File: src/rtl/visitor_dir_detector_pkg.sv
// Shared definitions for the visitor direction detector: FSM state encoding
// and the {da, db} sensor code names used by the crossing decoder.
package visitor_dir_detector_pkg;

    localparam int STATE_W = 3;

    typedef enum logic [STATE_W-1:0] {
        ST_IDLE   = 3'd0,
        ST_IN_A   = 3'd1,
        ST_IN_AB  = 3'd2,
        ST_IN_B   = 3'd3,
        ST_OUT_B  = 3'd4,
        ST_OUT_BA = 3'd5,
        ST_OUT_A  = 3'd6
    } state_t;

    // Codes are {da, db}: bit 1 = outer sensor, bit 0 = inner sensor.
    localparam logic [1:0] CODE_NONE = 2'b00;
    localparam logic [1:0] CODE_B    = 2'b01;
    localparam logic [1:0] CODE_A    = 2'b10;
    localparam logic [1:0] CODE_AB   = 2'b11;

endpackage

File: src/rtl/visitor_dir_detector_debounce.sv
// Two-flop synchronizer followed by a stability counter: the level follows the
// synced input only after DEB_CYCLES consecutive differing samples.
module sensor_debounce #(
    parameter int DEB_CYCLES = 4
) (
    input  logic clk,
    input  logic rst_n,
    input  logic i_raw,
    output logic o_level
);

    localparam int CNT_W = (DEB_CYCLES > 1) ? $clog2(DEB_CYCLES) : 1;
    localparam logic [CNT_W-1:0] CNT_LAST = CNT_W'(DEB_CYCLES - 1);

    logic             r_sync1;
    logic             r_sync2;
    logic             r_level;
    logic [CNT_W-1:0] r_cnt;

    always_ff @(posedge clk or negedge rst_n) begin
        if (!rst_n) begin
            r_sync1 <= 1'b0;
            r_sync2 <= 1'b0;
            r_level <= 1'b0;
            r_cnt   <= '0;
        end else begin
            r_sync1 <= i_raw;
            r_sync2 <= r_sync1;
            // Any sample agreeing with the current level restarts the run.
            if (r_sync2 == r_level) begin
                r_cnt <= '0;
            end else if (r_cnt == CNT_LAST) begin
                r_level <= r_sync2;
                r_cnt   <= '0;
            end else begin
                r_cnt <= r_cnt + 1'b1;
            end
        end
    end

    assign o_level = r_level;

endmodule

File: src/rtl/visitor_dir_detector.sv
// Debounces the outer/inner IR sensors, decodes crossing order into entry/exit
// strobes, and keeps a saturating occupancy count with a stale-sequence timeout.
import visitor_dir_detector_pkg::*;

module visitor_dir_detector #(
    parameter int DEB_CYCLES     = 4,
    parameter int CNT_W          = 8,
    parameter int MAX_COUNT      = 99,
    parameter int TIMEOUT_CYCLES = 1000
) (
    input  logic             clk,
    input  logic             rst_n,
    input  logic             sens_a_raw,
    input  logic             sens_b_raw,
    output logic             entry_pulse,
    output logic             exit_pulse,
    output logic [CNT_W-1:0] count,
    output logic             full,
    output logic             empty,
    output logic             seq_abort
);

    localparam int TMR_W = $clog2(TIMEOUT_CYCLES + 1);
    localparam logic [TMR_W-1:0] TMR_LAST = TMR_W'(TIMEOUT_CYCLES - 1);
    localparam logic [CNT_W-1:0] CNT_MAX  = CNT_W'(MAX_COUNT);

    logic [1:0]       w_raw;
    logic [1:0]       w_code;
    logic             w_change;
    logic             w_timeout;
    logic             w_entry;
    logic             w_exit;
    state_t           w_state_next;

    state_t           r_state;
    logic [1:0]       r_code_prev;
    logic [TMR_W-1:0] r_timer;
    logic             r_entry;
    logic             r_exit;
    logic             r_abort;
    logic [CNT_W-1:0] r_count;

    assign w_raw = {sens_a_raw, sens_b_raw};

    for (genvar gi = 0; gi < 2; gi++) begin : g_deb
        sensor_debounce #(
            .DEB_CYCLES (DEB_CYCLES)
        ) u_deb (
            .clk     (clk),
            .rst_n   (rst_n),
            .i_raw   (w_raw[gi]),
            .o_level (w_code[gi])
        );
    end

    assign w_change  = (w_code != r_code_prev);
    // A level change in the same cycle keeps the sequence alive.
    assign w_timeout = (r_state != ST_IDLE) && !w_change && (r_timer == TMR_LAST);

    always_comb begin
        w_state_next = r_state;
        w_entry      = 1'b0;
        w_exit       = 1'b0;
        if (w_timeout) begin
            w_state_next = ST_IDLE;
        end else begin
            case (r_state)
                ST_IDLE: begin
                    if (w_code == CODE_A)      w_state_next = ST_IN_A;
                    else if (w_code == CODE_B) w_state_next = ST_OUT_B;
                end
                ST_IN_A: begin
                    if (w_code == CODE_AB)        w_state_next = ST_IN_AB;
                    else if (w_code == CODE_B)    w_state_next = ST_IN_B;
                    else if (w_code == CODE_NONE) w_state_next = ST_IDLE;
                end
                ST_IN_AB: begin
                    if (w_code == CODE_B)         w_state_next = ST_IN_B;
                    else if (w_code == CODE_A)    w_state_next = ST_IN_A;
                    else if (w_code == CODE_NONE) w_state_next = ST_IDLE;
                end
                ST_IN_B: begin
                    if (w_code == CODE_NONE) begin
                        w_state_next = ST_IDLE;
                        w_entry      = 1'b1;
                    end else if (w_code == CODE_AB) begin
                        w_state_next = ST_IN_AB;
                    end else if (w_code == CODE_A) begin
                        w_state_next = ST_IN_A;
                    end
                end
                ST_OUT_B: begin
                    if (w_code == CODE_AB)        w_state_next = ST_OUT_BA;
                    else if (w_code == CODE_A)    w_state_next = ST_OUT_A;
                    else if (w_code == CODE_NONE) w_state_next = ST_IDLE;
                end
                ST_OUT_BA: begin
                    if (w_code == CODE_A)         w_state_next = ST_OUT_A;
                    else if (w_code == CODE_B)    w_state_next = ST_OUT_B;
                    else if (w_code == CODE_NONE) w_state_next = ST_IDLE;
                end
                ST_OUT_A: begin
                    if (w_code == CODE_NONE) begin
                        w_state_next = ST_IDLE;
                        w_exit       = 1'b1;
                    end else if (w_code == CODE_AB) begin
                        w_state_next = ST_OUT_BA;
                    end else if (w_code == CODE_B) begin
                        w_state_next = ST_OUT_B;
                    end
                end
                default: w_state_next = ST_IDLE;
            endcase
        end
    end

    always_ff @(posedge clk or negedge rst_n) begin
        if (!rst_n) begin
            r_state     <= ST_IDLE;
            r_code_prev <= CODE_NONE;
            r_timer     <= '0;
            r_entry     <= 1'b0;
            r_exit      <= 1'b0;
            r_abort     <= 1'b0;
            r_count     <= '0;
        end else begin
            r_state     <= w_state_next;
            r_code_prev <= w_code;
            r_entry     <= w_entry;
            r_exit      <= w_exit;
            r_abort     <= w_timeout;
            if ((r_state == ST_IDLE) || w_change || w_timeout) begin
                r_timer <= '0;
            end else begin
                r_timer <= r_timer + 1'b1;
            end
            // Saturate at both ends; the strobe still fires when held.
            if (w_entry && (r_count != CNT_MAX)) begin
                r_count <= r_count + 1'b1;
            end else if (w_exit && (r_count != '0)) begin
                r_count <= r_count - 1'b1;
            end
        end
    end

    assign entry_pulse = r_entry;
    assign exit_pulse  = r_exit;
    assign seq_abort   = r_abort;
    assign count       = r_count;
    assign full        = (r_count == CNT_MAX);
    assign empty       = (r_count == '0);

endmodule

File: config.mk
export PLATFORM = sky130hd
export DESIGN_NAME = visitor_dir_detector
export DESIGN_NICKNAME = d
export VERILOG_FILES = /design/src/rtl/visitor_dir_detector_pkg.sv /design/src/rtl/visitor_dir_detector_debounce.sv /design/src/rtl/visitor_dir_detector.sv
export SDC_FILE = /design/constraint.sdc
export NUM_CORES = 1
export LEC_CHECK = 0
export ABC_AREA = 1
export BUFFER_PORTS_ARGS = -buffer_cell sky130_fd_sc_hd__buf_4
export CORE_ASPECT_RATIO = 1.2
export CORE_MARGIN = 4
export CORE_UTILIZATION = 48
export DETAILED_ROUTE_END_ITERATION = 16
export PLACE_DENSITY = 0.66
export SETUP_SLACK_MARGIN = 0.05
export SKIP_CTS_REPAIR_TIMING = 1
export SLEW_MARGIN = 20
export SYNTH_ARGS = -nofsm -noshare
export SYNTH_HDL_FRONTEND = slang
export SYNTH_HIERARCHICAL = 1
export SYNTH_SLANG_ARGS = --single-unit
File: constraint.sdc
create_clock -name clk -period 2.9 [get_ports clk]
set_input_delay 0.29 -clock clk [delete_from_list [all_inputs] [get_ports clk]]
set_output_delay 0.29 -clock clk [all_outputs]
set_load 0.005 [all_outputs]
**Word level (Yosys, flattened, before mapping)**

Index checks and enable logic that the tools add are counted.
Widths: inputs -> output; s select.

- Eq/ne operators: 18
- Reductions and logical operators: 15
- Mux-type cells: 30
- Bitwise logic cells: 2
- $add $sub $neg: 5

Operator list:

| kind | count |
|---|---|
| $mux 3 | 17 |
| $pmux 3 s7 | 1 |
| $mux 8 | 2 |
| $add 10x1->10 const B | 1 |
| $eq 10x10->1 const B | 1 |
| $mux 10 | 1 |
| $eq 3x3->1 const B | 3 |
| $add 8x1->8 const B | 1 |
| $eq 2x2->1 const B | 4 |
| $eq 8x7->1 const B | 1 |
| $logic_not 8->1 | 1 |
| $mux 2 | 4 |
| $ne 8x7->1 const B | 1 |
| $reduce_bool 8->1 | 1 |
| $sub 8x1->8 const B | 1 |
| $eq 3x2->1 const B | 2 |
| $mux 1 | 5 |
| $ne 5x5->1 const B | 1 |
| $add 2x1->2 const B | 2 |
| $logic_and 1x1->1 | 4 |
| $reduce_and 2->1 | 2 |
| $eq 3x1->1 const B | 1 |
| $logic_not 3->1 | 1 |
| $reduce_bool 3->1 | 1 |
| other kinds (8) | 11 |

- Output and inout port bits: 13
- Logic and storage cells: 85
- Bits in registers: 36

**Logic depth before layout (Yosys ltp)**

- Word-level depth: 8
- Depth in mapped cells: 19
- Mapped depth without buffers: 18

**Modules after synthesis**

The synthesis kept the hierarchy.

Modules (own cells, without submodules):

| module | seq. area each (um2) | area an instance (um2) | instances | cells each |
|---|---|---|---|---|
| visitor_dir_detector | 650.6 | 1879.3 | 1 | 240 |
| sensor_debounce | 125.1 | 182.7 | 2 | 17 |

**Least setup slack after synthesis**

No wires, ideal clock.

- Path type: flip-flop to flip-flop
- Start: reg g_deb[1].u_deb.r_level
- End: reg r_count[7] (netlist: count[7])
- Data required time: 2782 ps
- Path buffers: 1
- Slack: 452 ps
- Stages on the path, launching flop included: 16
- Clock period less this slack: 2448 ps
- Arrival: 2330 ps
- Cells stage by stage: dfrtp_1 > buf_2 > inv_2 > ha_1 > inv_1 > nor2_2 > nand3_4 > ha_1 > a21oi_1 > nand2_1 > a21oi_1 > inv_1 > nand2_1 > nand3_1 > nand2_1 > nand2_1

- Longest elaborated chain between the ends: 7
- Elaborated cells between the ends (all ways): 14
- Classes of those cells: 1 x eq/ne; 6 x mux; 7 x reduce/logical

RTL lines:

| item | line | source |
|---|---|---|
| from (decl) | visitor_dir_detector_debounce.sv:17 | `logic r_level;` |
| from (signal assigned) | visitor_dir_detector_debounce.sv:33 | `r_level <= r_sync2;` |
| $ne 2x2->1 | visitor_dir_detector.sv:56 | `assign w_change = (w_code != r_code_prev);` |
| $logic_not 1->1 | visitor_dir_detector.sv:58 | `assign w_timeout = (r_state != ST_IDLE) && !w_change && (r_timer == TMR_LAST);` |
| $logic_and 1x1->1 (2 in a row) | visitor_dir_detector.sv:58 |  |
| $mux 1 | visitor_dir_detector.sv:64 | `if (w_timeout) begin` |
| $logic_and 1x1->1 (on tied branches) | visitor_dir_detector.sv:138, visitor_dir_detector.sv:140 |  |
| $mux 8 or $reduce_bool 2->1 (tied branches) | -- |  |
| to (signal assigned) | visitor_dir_detector.sv:139 | `r_count <= r_count + 1'b1;` |
| to (signal assigned) | visitor_dir_detector.sv:141 | `r_count <= r_count - 1'b1;` |
| to (decl) | visitor_dir_detector.sv:41 | `logic [CNT_W-1:0] r_count;` |

Parallel ways exist; a longest one is shown, timed or not.
A chain may end at the register's enable or synchronous reset.

**Final worst setup path**

- Start: reg g_deb[0].u_deb.r_level
- End: reg r_count[7] (netlist: count[7])

- Longest elaborated chain between the ends: 7
- Elaborated cells between the ends (all ways): 14
- Classes of those cells: 1 x eq/ne; 6 x mux; 7 x reduce/logical

RTL lines:

| item | line |
|---|---|
| from (decl) | visitor_dir_detector_debounce.sv:17 |
| from (signal assigned) | visitor_dir_detector_debounce.sv:33 |
| $ne 2x2->1 | visitor_dir_detector.sv:56 |
| $logic_not 1->1 | visitor_dir_detector.sv:58 |
| $logic_and 1x1->1 (2 in a row) | visitor_dir_detector.sv:58 |
| $mux 1 | visitor_dir_detector.sv:64 |
| $logic_and 1x1->1 (on tied branches) | visitor_dir_detector.sv:138, visitor_dir_detector.sv:140 |
| $mux 8 or $reduce_bool 2->1 (tied branches) | -- |

Parallel ways exist; a longest one is shown, timed or not.

==> out/metrics.cfg <==
[timing]
fmax_mhz = 385.7
setup_tns_ps = 0
drv_slew = 0
finalClockSkew_ps = 9.686
setup_viol = 0
finalCritPeriodShare_pct = 89.39
tightest_slew_ps = 441.2
period_needed_ps = 2592
maxSlewHeadroom_pct = 70.59
rsz0062_at_grt = false
finalHoldViolations = 0

[layout]
fillCellCount = 443
area_growth_pct = 13.04
layout_commonest_cell = nand2_1
multi_input_area_um2 = 1136
drive_gt1_share_pct = 17.11
nNetsFinal = 315
final_cell_mix = 59 x nand2_1, 37 x inv_1, 36 x dfrtp_1, 28 x nor2_1, 19 x buf_4
final_util_pct = 55.64
ff_latch_area_um2 = 900.9
insertedDiodeCount = 0

[detailed_routing]
wl_met2_um = 1937
drtPass1Iterations = 4
drc_errors = 0
drt_iter0_drc = 168
ant_nets = 0
dr.max_layer_used = met4
wl_um = 4089
routedWlPerCell_um = 11.49
vias = 1773
met3_length_um = 199
wl_met1_um = 1917
vias_per_cell = 4.980

[floorplan]
io_pins = 17
start_util_pct = 49.22
fp.dieW_um = 70.43
dieArea_um2 = 5839
fp.dieH_um = 82.91
rows = 27
core_area_um2 = 4561

[setup_path]
start_kind = flip-flop
critPathRequiredTime_ps = 3090
critPathMaxFanout = 10
crit_family = simple AND/OR/NAND/NOR gates
cp-end-kind = flip-flop
cp_common_cell = nand2_1
worstSetupPathType = reg -> reg
cp_slowest_cell = ha_1
crit_buf_inv = 3
worstPathArrival_ps = 2780
worstPathCellList = inv_1, ha_1, inv_1, nor2_2, nand3_4, ha_1, a21oi_1, nand2_1, a21oi_1, inv_1, nand2_1, nand3_1, nand2_1, nand2_1
slowest_delay_ps = 400

[clocking]
cts.path.max_buffers = 2
insertion_delay_ps = 290
cts_buffers = 5
cts_tree = done
cts.clk_slew.worst_paths_ps = 80
htree_levels = 2
cts-root-buf = clkbuf_8
clock-sinks = 36

[yosys]
yosysTopAreaCell = dfrtp_1
seq_area_frac_synth_pct = 40.13
syn-cell-area_um2 = 2245
synth_top_family_by_area = simple AND/OR/NAND/NOR gates
synth_nets = 292
synthTopCellsByArea = dfrtp_1 40%, nand2_1 9.9%, ha_1 7.2%, inv_1 6.2%, nor2_1 4.7%
syn_avg_cell_area_um2 = 8.192
synth_fa_ha_area_share_pct = 8.138
yosys.area_share.xor_xnor_pct = 3.846
synth_cells = 274
synthArstFlopShare_pct = 100.0
synth_top_area_share_pct = 40.13
ys.flop_type = dfrtp_1
ys_warn_count = 6
synth_edf_count = 0
synth_compound_area_share_pct = 10.14
yosys.area_share.simple_pct = 28.48
synth_cell_types = 38
synth_seq_cells = 36
synthMuxAreaShare_pct = 0

[flow_run]
maxCapViolations = 0

[grt]
grt_max_degree = 37
gr-total-overflow = 0
grtUsageTotal_pct = 14.93
antenna_found_initial = 0
grt_pass1_wl_um = 7162
first_global_vias = 1636

[run_status]
outcome = finished clean

[placed_design]
dp_hpwl_um = 3036
port_buffers = 16
place_congestion = 0.9180

[pwr]
power.density_nw_per_um2 = 957.1
peakVddDrop_v = 0.0003656
p_leak_nw = 1.280

[worst_hold_path]
hp-class = in -> reg

## cells by family (layout without fill, tap and decap cells)
| group | count (synthesis) | after routing |
|---|---|---|
| flops | 36 | 36 |
| fa+ha+maj | 14 | 14 |
| buf+inv | 46 | 70 |
| simple gates | 133 | 133 |
| compound gates | 36 | 36 |
| xor+xnor | 9 | 9 |
## through the flow
step | cell area [µm²] | worst slack (ps) | power [mW] | std cells | hold WS, ps
6_report | 2537 | 307.6 | 2.428 | 356 | 102.4
2_1_floorplan | 2245 | 452.0 | 1.679 | 274 | -5.591
3_3_place_gp | 2412 | 387.4 | 1.976 | 347 | 272.5
5_1_grt | 2537 | 126.7 | 2.664 | 356 | 80.85
4_1_cts | 2527 | 303.8 | 2.454 | 355 | -47.49
3_5_place_dp | 2412 | 357.6 | 1.986 | 347 | 274.6
## final timing paths
path                                                    end  slack, ps                                from  cells after the start
setup reg to reg                       count[7]$_DFFE_PN0P_        310  g_deb[0].u_deb/o_level$_DFFE_PN0P_                     14
setup / recovery                       count[7]$_DFFE_PN0P_        310  g_deb[0].u_deb/o_level$_DFFE_PN0P_                     14
hold reg to reg            g_deb[1].u_deb/r_sync2$_DFF_PN0_        350    g_deb[1].u_deb/r_sync1$_DFF_PN0_                      0
max in group asynchronous              r_timer[4]$_DFF_PN0_       2100                               rst_n                      2
min in group asynchronous            r_state[2]$_DFFE_PN0P_        470                               rst_n                      2
hold / removal             g_deb[0].u_deb/r_sync1$_DFF_PN0_        100                          sens_b_raw                      1
## per-layer routing
| layer | GRT usage [%] | vias to the layer above |
|---|---|---|
| met5 | 0 | - |
| met2 | 24.45 | 31 |
| met4 | 4.704 | 0 |
| met3 | 3.753 | 4 |
| met1 | 19.21 | 806 |
| li1 | - | 932 |
## layout make-up
| cell class | instances | share of cell area, % |
|---|---|---|
| clock buffers | 5 | 2.712 |
| inverters | 42 | 6.312 |
| multi-input cells | 192 | 44.77 |
| repair buffers | 20 | 6.016 |
| flip-flops and latches | 36 | 35.50 |
| clock inverters | 3 | 1.824 |
| well taps | 58 | 2.860 |
## registers in the layout (all words and copies together) (netlist names)
| register | cells |
|---|---|
| r_state | 3 |
| seq_abort | 1 |
| g_deb.u_deb/r_sync2 | 2 |
| g_deb.u_deb/r_cnt | 4 |
| r_timer | 10 |
| r_code_prev | 2 |
| g_deb.u_deb/r_sync1 | 2 |
| entry_pulse | 1 |
| g_deb.u_deb/o_level | 2 |
| exit_pulse | 1 |
| count | 8 |
## worst reg2reg max path, stage by stage, from the launching register on
cell	delay, ps
dfrtp_1	380
inv_1	110
ha_1	220
inv_1	160
nor2_2	210
nand3_4	190
ha_1	400
a21oi_1	170
nand2_1	120
a21oi_1	200
inv_1	60
nand2_1	90
nand3_1	80
nand2_1	60
nand2_1	50
## Yosys cell counts, types with 2 or more instances
library cell and number:
ha_1 13, a21oi_1 12, buf_6 2, o21ai_0 10, a211oi_1 2, inv_2 4, nor3_1 9, inv_1 37
xnor2_1 3, nor4_1 2, nor2_1 28, nand2_4 2, or2_0 2, nand2_1 59, dfrtp_1 36, nand2_2 2
xor2_1 5, nand3_4 2, nand3_1 17, o21ai_2 6, nand4_1 4
## power breakdown
group | internal (mW) | leakage (nW) | switching (mW)
Sequential | 0.630 | 0.470 | 0.118
Clock | 0.259 | 0.0548 | 0.193
Combinational | 0.500 | 0.755 | 0.729
Total | 1.39 | 1.28 | 1.04
No activity file was read; power rests on OpenSTA's default activity.
